`config.mk`:
```
export PLATFORM = sky130hd
export DESIGN_NAME = pipeline_hazard_ctrl
export DESIGN_NICKNAME = d
export VERILOG_FILES = /design/src/rtl/hazard_pkg.sv /design/src/rtl/hazard_detect.sv /design/src/rtl/pipeline_hazard_ctrl.sv
export SDC_FILE = /design/constraint.sdc
export NUM_CORES = 1
export LEC_CHECK = 0
export CORE_UTILIZATION = 48
export CTS_BUF_LIST = sky130_fd_sc_hd__clkbuf_16
export DETAILED_ROUTE_END_ITERATION = 7
export PLACE_DENSITY = 0.89
export SLEW_MARGIN = 20
export SYNTH_ARGS = -nofsm -noshare
export SYNTH_HDL_FRONTEND = slang
export SYNTH_HIERARCHICAL = 1
export SYNTH_SLANG_ARGS = --single-unit
```
`constraint.sdc`:
```
create_clock -name clk -period 1.95 [get_ports clk]
set_input_delay 0.2925 -clock clk [delete_from_list [all_inputs] [get_ports clk]]
set_output_delay 0.2925 -clock clk [all_outputs]
set_load 0.01 [all_outputs]
```
`src/rtl/hazard_pkg.sv`:
```
// Shared types for the pipeline sequencing controller: FSM states, Jump
// encodings, the shadow-stage record and a destination-match helper.
package hazard_pkg;

  typedef enum logic {RUN, MEM_WAIT} state_t;

  localparam logic [1:0] J_NONE = 2'b00;
  localparam logic [1:0] J_J    = 2'b01;
  localparam logic [1:0] J_JAL  = 2'b10;
  localparam logic [1:0] J_JR   = 2'b11;

  localparam logic [4:0] REG_ZERO = 5'd0;

  typedef struct packed {
    logic       valid;
    logic       load;
    logic       store;
    logic       wr;
    logic [4:0] dst;
  } stage_t;

  // Register 0 is hard-wired, so writes to it never produce a dependency.
  function automatic logic writes_reg(stage_t s, logic [4:0] r);
    return s.valid & s.wr & (s.dst != REG_ZERO) & (s.dst == r);
  endfunction

endpackage

```
`src/rtl/hazard_detect.sv`:
```
// Combinational compare of the ID sources against the EX/MEM shadow slots.
// HAZARD_FORWARD_EN defined: only load-use and jr dependencies stall.
module hazard_detect
  import hazard_pkg::*;
(
  input  stage_t     ex,
  input  stage_t     mem,
  input  logic [4:0] id_rs,
  input  logic [4:0] id_rt,
  input  logic       id_uses_rt,
  input  logic [1:0] id_jump,
  output logic       stall
);

`ifdef HAZARD_FORWARD_EN
  localparam logic FWD_EN = 1'b1;
`else
  localparam logic FWD_EN = 1'b0;
`endif

  stage_t     slot [2];
  logic [1:0] hit_rs;
  logic [1:0] hit_rt;
  logic       load_use;
  logic       jr_hz;
  logic       dep_hz;

  assign slot[0] = ex;
  assign slot[1] = mem;

  // Slot 0 is EX, slot 1 is MEM.
  for (genvar gi = 0; gi < 2; gi++) begin : g_slot
    assign hit_rs[gi] = writes_reg(slot[gi], id_rs);
    assign hit_rt[gi] = id_uses_rt & writes_reg(slot[gi], id_rt);
  end

  assign load_use = ex.load & (hit_rs[0] | hit_rt[0]);
  assign jr_hz    = (id_jump == J_JR) & (|hit_rs);
  // Without a forwarding unit every in-flight producer must retire first.
  assign dep_hz   = ~FWD_EN & (|(hit_rs | hit_rt));
  assign stall    = load_use | jr_hz | dep_hz;

endmodule

```
`src/rtl/pipeline_hazard_ctrl.sv`:
```
// Pipeline sequencing controller: load-use/jr stalls, jump flushes and the
// data-memory freeze handshake. Optional build macro: HAZARD_FORWARD_EN.
module pipeline_hazard_ctrl
  import hazard_pkg::*;
#(
  parameter int MEM_TIMEOUT = 16
) (
  input  logic       clk,
  input  logic       reset,
  input  logic       id_valid,
  input  logic [4:0] id_rs,
  input  logic [4:0] id_rt,
  input  logic       id_uses_rt,
  input  logic [4:0] id_dst,
  input  logic       id_regwrite,
  input  logic [1:0] id_memread,
  input  logic [1:0] id_memwrite,
  input  logic [1:0] id_jump,
  input  logic       mem_ack,
  output logic       pc_we,
  output logic       ifid_we,
  output logic       idex_we,
  output logic       exmem_we,
  output logic       memwb_we,
  output logic       ifid_flush,
  output logic       idex_bubble,
  output logic       mem_req,
  output logic       hz_err
);

  localparam int CW = $clog2(MEM_TIMEOUT + 1);

  state_t        state_reg, state_next;
  logic [CW-1:0] cnt_reg, cnt_next;
  logic          err_reg, err_next;
  stage_t        ex_reg, ex_next;
  stage_t        mem_reg, mem_next;
  stage_t        id_stage;
  logic          stall;
  logic          advance;
  logic          req;

  assign id_stage = '{valid: id_valid, load: |id_memread, store: |id_memwrite,
                      wr: id_regwrite, dst: id_dst};

  hazard_detect u_detect (
    .ex         (ex_reg),
    .mem        (mem_reg),
    .id_rs      (id_rs),
    .id_rt      (id_rt),
    .id_uses_rt (id_uses_rt),
    .id_jump    (id_jump),
    .stall      (stall)
  );

  always_comb begin
    state_next  = state_reg;
    cnt_next    = cnt_reg;
    err_next    = err_reg;
    req         = 1'b0;
    advance     = 1'b1;

    case (state_reg)
      RUN: begin
        req = mem_reg.valid & (mem_reg.load | mem_reg.store);
        if (req && !mem_ack) begin
          advance    = 1'b0;
          state_next = MEM_WAIT;
          cnt_next   = '0;
        end
      end
      MEM_WAIT: begin
        req = 1'b1;
        if (mem_ack) begin
          state_next = RUN;
        end else if (cnt_reg + 1'b1 == CW'(MEM_TIMEOUT)) begin
          // Counting the initial RUN cycle, MEM_TIMEOUT cycles were frozen.
          err_next   = 1'b1;
          state_next = RUN;
        end else begin
          advance  = 1'b0;
          cnt_next = cnt_reg + 1'b1;
        end
      end
      default: state_next = RUN;
    endcase

    pc_we       = advance & ~stall;
    ifid_we     = advance & ~stall;
    idex_we     = advance;
    exmem_we    = advance;
    memwb_we    = advance;
    idex_bubble = advance & stall;
    ifid_flush  = advance & ~stall & id_valid & (id_jump != J_NONE);
    mem_req     = req;

    if (reset) begin
      pc_we       = 1'b0;
      ifid_we     = 1'b0;
      idex_we     = 1'b0;
      exmem_we    = 1'b0;
      memwb_we    = 1'b0;
      ifid_flush  = 1'b1;
      idex_bubble = 1'b1;
      mem_req     = 1'b0;
    end

    mem_next = advance ? ex_reg : mem_reg;
    ex_next  = !advance ? ex_reg : (stall ? '0 : id_stage);
  end

  always_ff @(posedge clk) begin
    if (reset) begin
      state_reg <= RUN;
      cnt_reg   <= '0;
      err_reg   <= 1'b0;
      ex_reg    <= '0;
      mem_reg   <= '0;
    end else begin
      state_reg <= state_next;
      cnt_reg   <= cnt_next;
      err_reg   <= err_next;
      ex_reg    <= ex_next;
      mem_reg   <= mem_next;
    end
  end

  assign hz_err = err_reg;

endmodule

```
==> summary.md <==
| Metric | Value |
|---|---|
| Hold_buf cts | 0 |
| FF+latch count, synth | 25 |
| Final Wtd Congestion | 0.845 |
| TritonCTS clock tree | done |
| CP Max Fanout | 2 |
| Largest net degree at the start of global routing | 21 |
| Post-Syn Nets | 188 |
| Clk slew on worst S/H paths | 0.06 ns |
| Tightest Pin Transition | 0.261 ns |
| Arr. time, crit path | 2.02 ns |
| WS Path Type | flip-flop to primary output |
| Worst setup margin | -0.366 ns |
| Status | finished, violations left |
| Worst hold slack | 0.466 ns |
| I/O pins | 36 |
| Syn Std Cell Area | 0.00144 mm2 |
| Synthesis Warnings | 6 |
| Core ar. | 0.00281 mm2 |
| WL/cell | 15.9 um |
| VDD IR max | 0.352 mV |
| Crit path buf inv count | 2 |
| Failing checks | design-rule violations, negative setup slack |
| Critical path, cell by cell | or4_1 > o211ai_1 > o22ai_2 > buf_6 > nor2b_4 > o21ai_1 > o21ai_1 > buf_2 |
| Cell row count | 19 |
| H-tree depth | 1 |
| Post-synthesis sequential area ratio | 34.7% |
| Worst hold path class | flip-flop to flip-flop |
| Drt via density | 5.68 |
| Sequential cell area | 505 um2 |
| Area of the multi-input gates | 911 um2 |
| Final-layout fill cell count | 174 |
| Critical path's largest stage delay | 0.52 ns |
| CP delay by family, top | simple AND/OR/NAND/NOR gates |
| Syn-to-layout area delta | 46.6% |
| Clock Sinks | 25 |
| Asr flop ratio synth | 0% |
| Most used cell, CP | o21ai_1 |
| Most common cell after layout, fill and taps aside | nand2_1 |
| Max Transition Viols Final | 0 |
| Clock Skew | 0.00590 ns |
| Worst EP required | 1.66 ns |
| DP HPWL | 2740 um |
| Final setup fails | 7 |
| Grt ovf | 0 |
| ANT nets after route | 0 |
| First-iteration detailed-routing DRC count | 70 |
| Die Width | 56.8 um |
| Final nets | 248 |
| Initial Util | 51.4% |
| Worst Setup End Kind | primary output |
| # diodes | 0 |
| Post-synth top flop | dfxtp_1 |
| Pleak | 0.822 nW |
| Placed cell count | 241 |
| Residual DRC count | 4 |
| Type of origin of the critical path | flip-flop |
| Unrepaired setup endpoints after global routing | true |
| Syn_area_per_cell | 9.01 um2 |
| Final Instance Area | 0.00211 mm2 |
| Slew headroom | 82.5% |
| CTS Buf Count | 3 |
| Root Driver | clkbuf_16 |
| Placed Area | 0.00194 mm2 |
| Clock Path Buffers | 2 |
| Cells after Synth | 160 |
| Tcrit/Tclk final | 119% |
| Via count | 1,420 |
| Yosys cell types | 43 |
| Non-filler instance count after layout | 250 |
| Clk_lat worst skew | 0.25 ns |
| First-pass GRT wire length | 6400 um |
| Gr usage total | 25.7% |
| Number of global-route vias before repair | 1,408 |
| Max Freq | 0.432 GHz |
| Post-synth EDFFs | 0 |
| DR pass1 iterations | 6 |
| Die H | 56.8 um |
| Port Buffers | 35 |
| WL final | 3980 um |
| Power per Cell Area | 575 mW/mm2 |
| Max Cap Viol | 0 |
| Minimum clock period | 2.32 ns |
| Slowest CP cell | or4_1 |
| Commonest cells after routing, fill and taps aside | nand2_1 (27), buf_4 (26), dfxtp_1 (21), clkdlybuf4s50_1 (21), mux2i_1 (20) |
| Ratio of cells with drive above 1 in the final layout | 27.4% |
| Endpoints failing hold | 0 |
| Die area | 0.00323 mm2 |
| Initial antenna violation count | 0 |
worst register-to-register path, cell delays in order (launching register included):
cell      delay, ns
dfxtp_2        0.32
or4_1          0.52
o211ai_1       0.22
o22ai_2        0.12
buf_4          0.16
inv_4          0.06
buf_4          0.11
buf_8          0.12
nand3_2        0.08
mux2i_1        0.20
per-stage QoR:
step,power [mW],util [%],setup TNS [ns],setup WS (ns)
6_report,1.22,75.3,-1.35,-0.366
3_5_place_dp,0.781,69.1,-5.36,-0.864
4_1_cts,1.21,73.1,-1.10,-0.310
3_3_place_gp,0.771,69.1,-4.26,-0.778
5_1_grt,1.27,75.3,-2.50,-0.439
2_1_floorplan,0.666,-,0,0.0816
path summary, 6_finish.rpt:
check	start	end	slack, ns	cells past startpoint
min reg2reg	mem_reg[7]$_SDFFE_PP0N_	mem_reg[7]$_SDFFE_PP0N_	0.47	2
max reg2reg	mem_reg[1]$_SDFFE_PP0N_	ex_reg[2]$_SDFFE_PP0N_	-0.05	9
min	mem_reg[7]$_SDFFE_PP0N_	mem_reg[7]$_SDFFE_PP0N_	0.47	2
max	mem_reg[1]$_SDFFE_PP0N_	ifid_flush	-0.37	8
power breakdown:
part	internal, mW	total [mW]	leakage, nW	switching (mW)
clock	0.273	0.437	0.0423	0.163
combinational	0.129	0.231	0.572	0.102
sequential	0.533	0.548	0.207	0.0152
Yosys cell counts (2+ instances only):
library cell	n	share of area, %
a31oi_1	2	0.87
nor2_1	5	1.3
o21ai_0	3	1.0
xor2_1	9	5.5
nand2_1	27	7.0
clkbuf_1	3	0.78
nor3_1	3	1.0
or4_1	3	1.6
inv_1	2	0.52
clkinv_1	2	0.52
dfxtp_1	25	35
o211ai_1	3	1.6
o21ai_1	2	0.69
nand3_1	11	3.8
buf_4	3	1.6
xnor2_1	11	6.7
mux2i_1	20	14
per-layer routing:
layer | track usage (%) | part of all wire, % | vias up
met5 | 0 | 0 | -
met4 | 11.1 | 3.4 | 0
li1 | - | - | 681
met1 | 31.3 | 42 | 665
met3 | 3.92 | 4.8 | 14
met2 | 44.6 | 50 | 60
timing repair:
action / in CTS / in global routing
endpoints found under the setup margin: 8 / 12
pin swaps: 6 / 5
hold endpoints to repair: 0 / 0
buffers inserted: 3 / 2
gates resized for setup: 39 / 13
kinds of logic (layout without fill, tap and decap cells):
group	Yosys count	count (layout)	share of synthesized area, %
fa+ha+maj	1	1	0.868
simple gates	58	58	19.0
buf+inv	14	73	6.94
flops	25	25	34.7
mux	20	20	13.9
compound gates	22	22	12.4
xor+xnor	20	20	12.2
cell type report:
class                   count  area share [%]
multi-input cells         121            43.1
repair buffers             65            26.6
flip-flops and latches     25            23.9
clock buffers               3            3.55
well taps                  31            1.84
inverters                   4           0.829
clock inverters             1           0.178
Power figures use the tool's default switching activity.
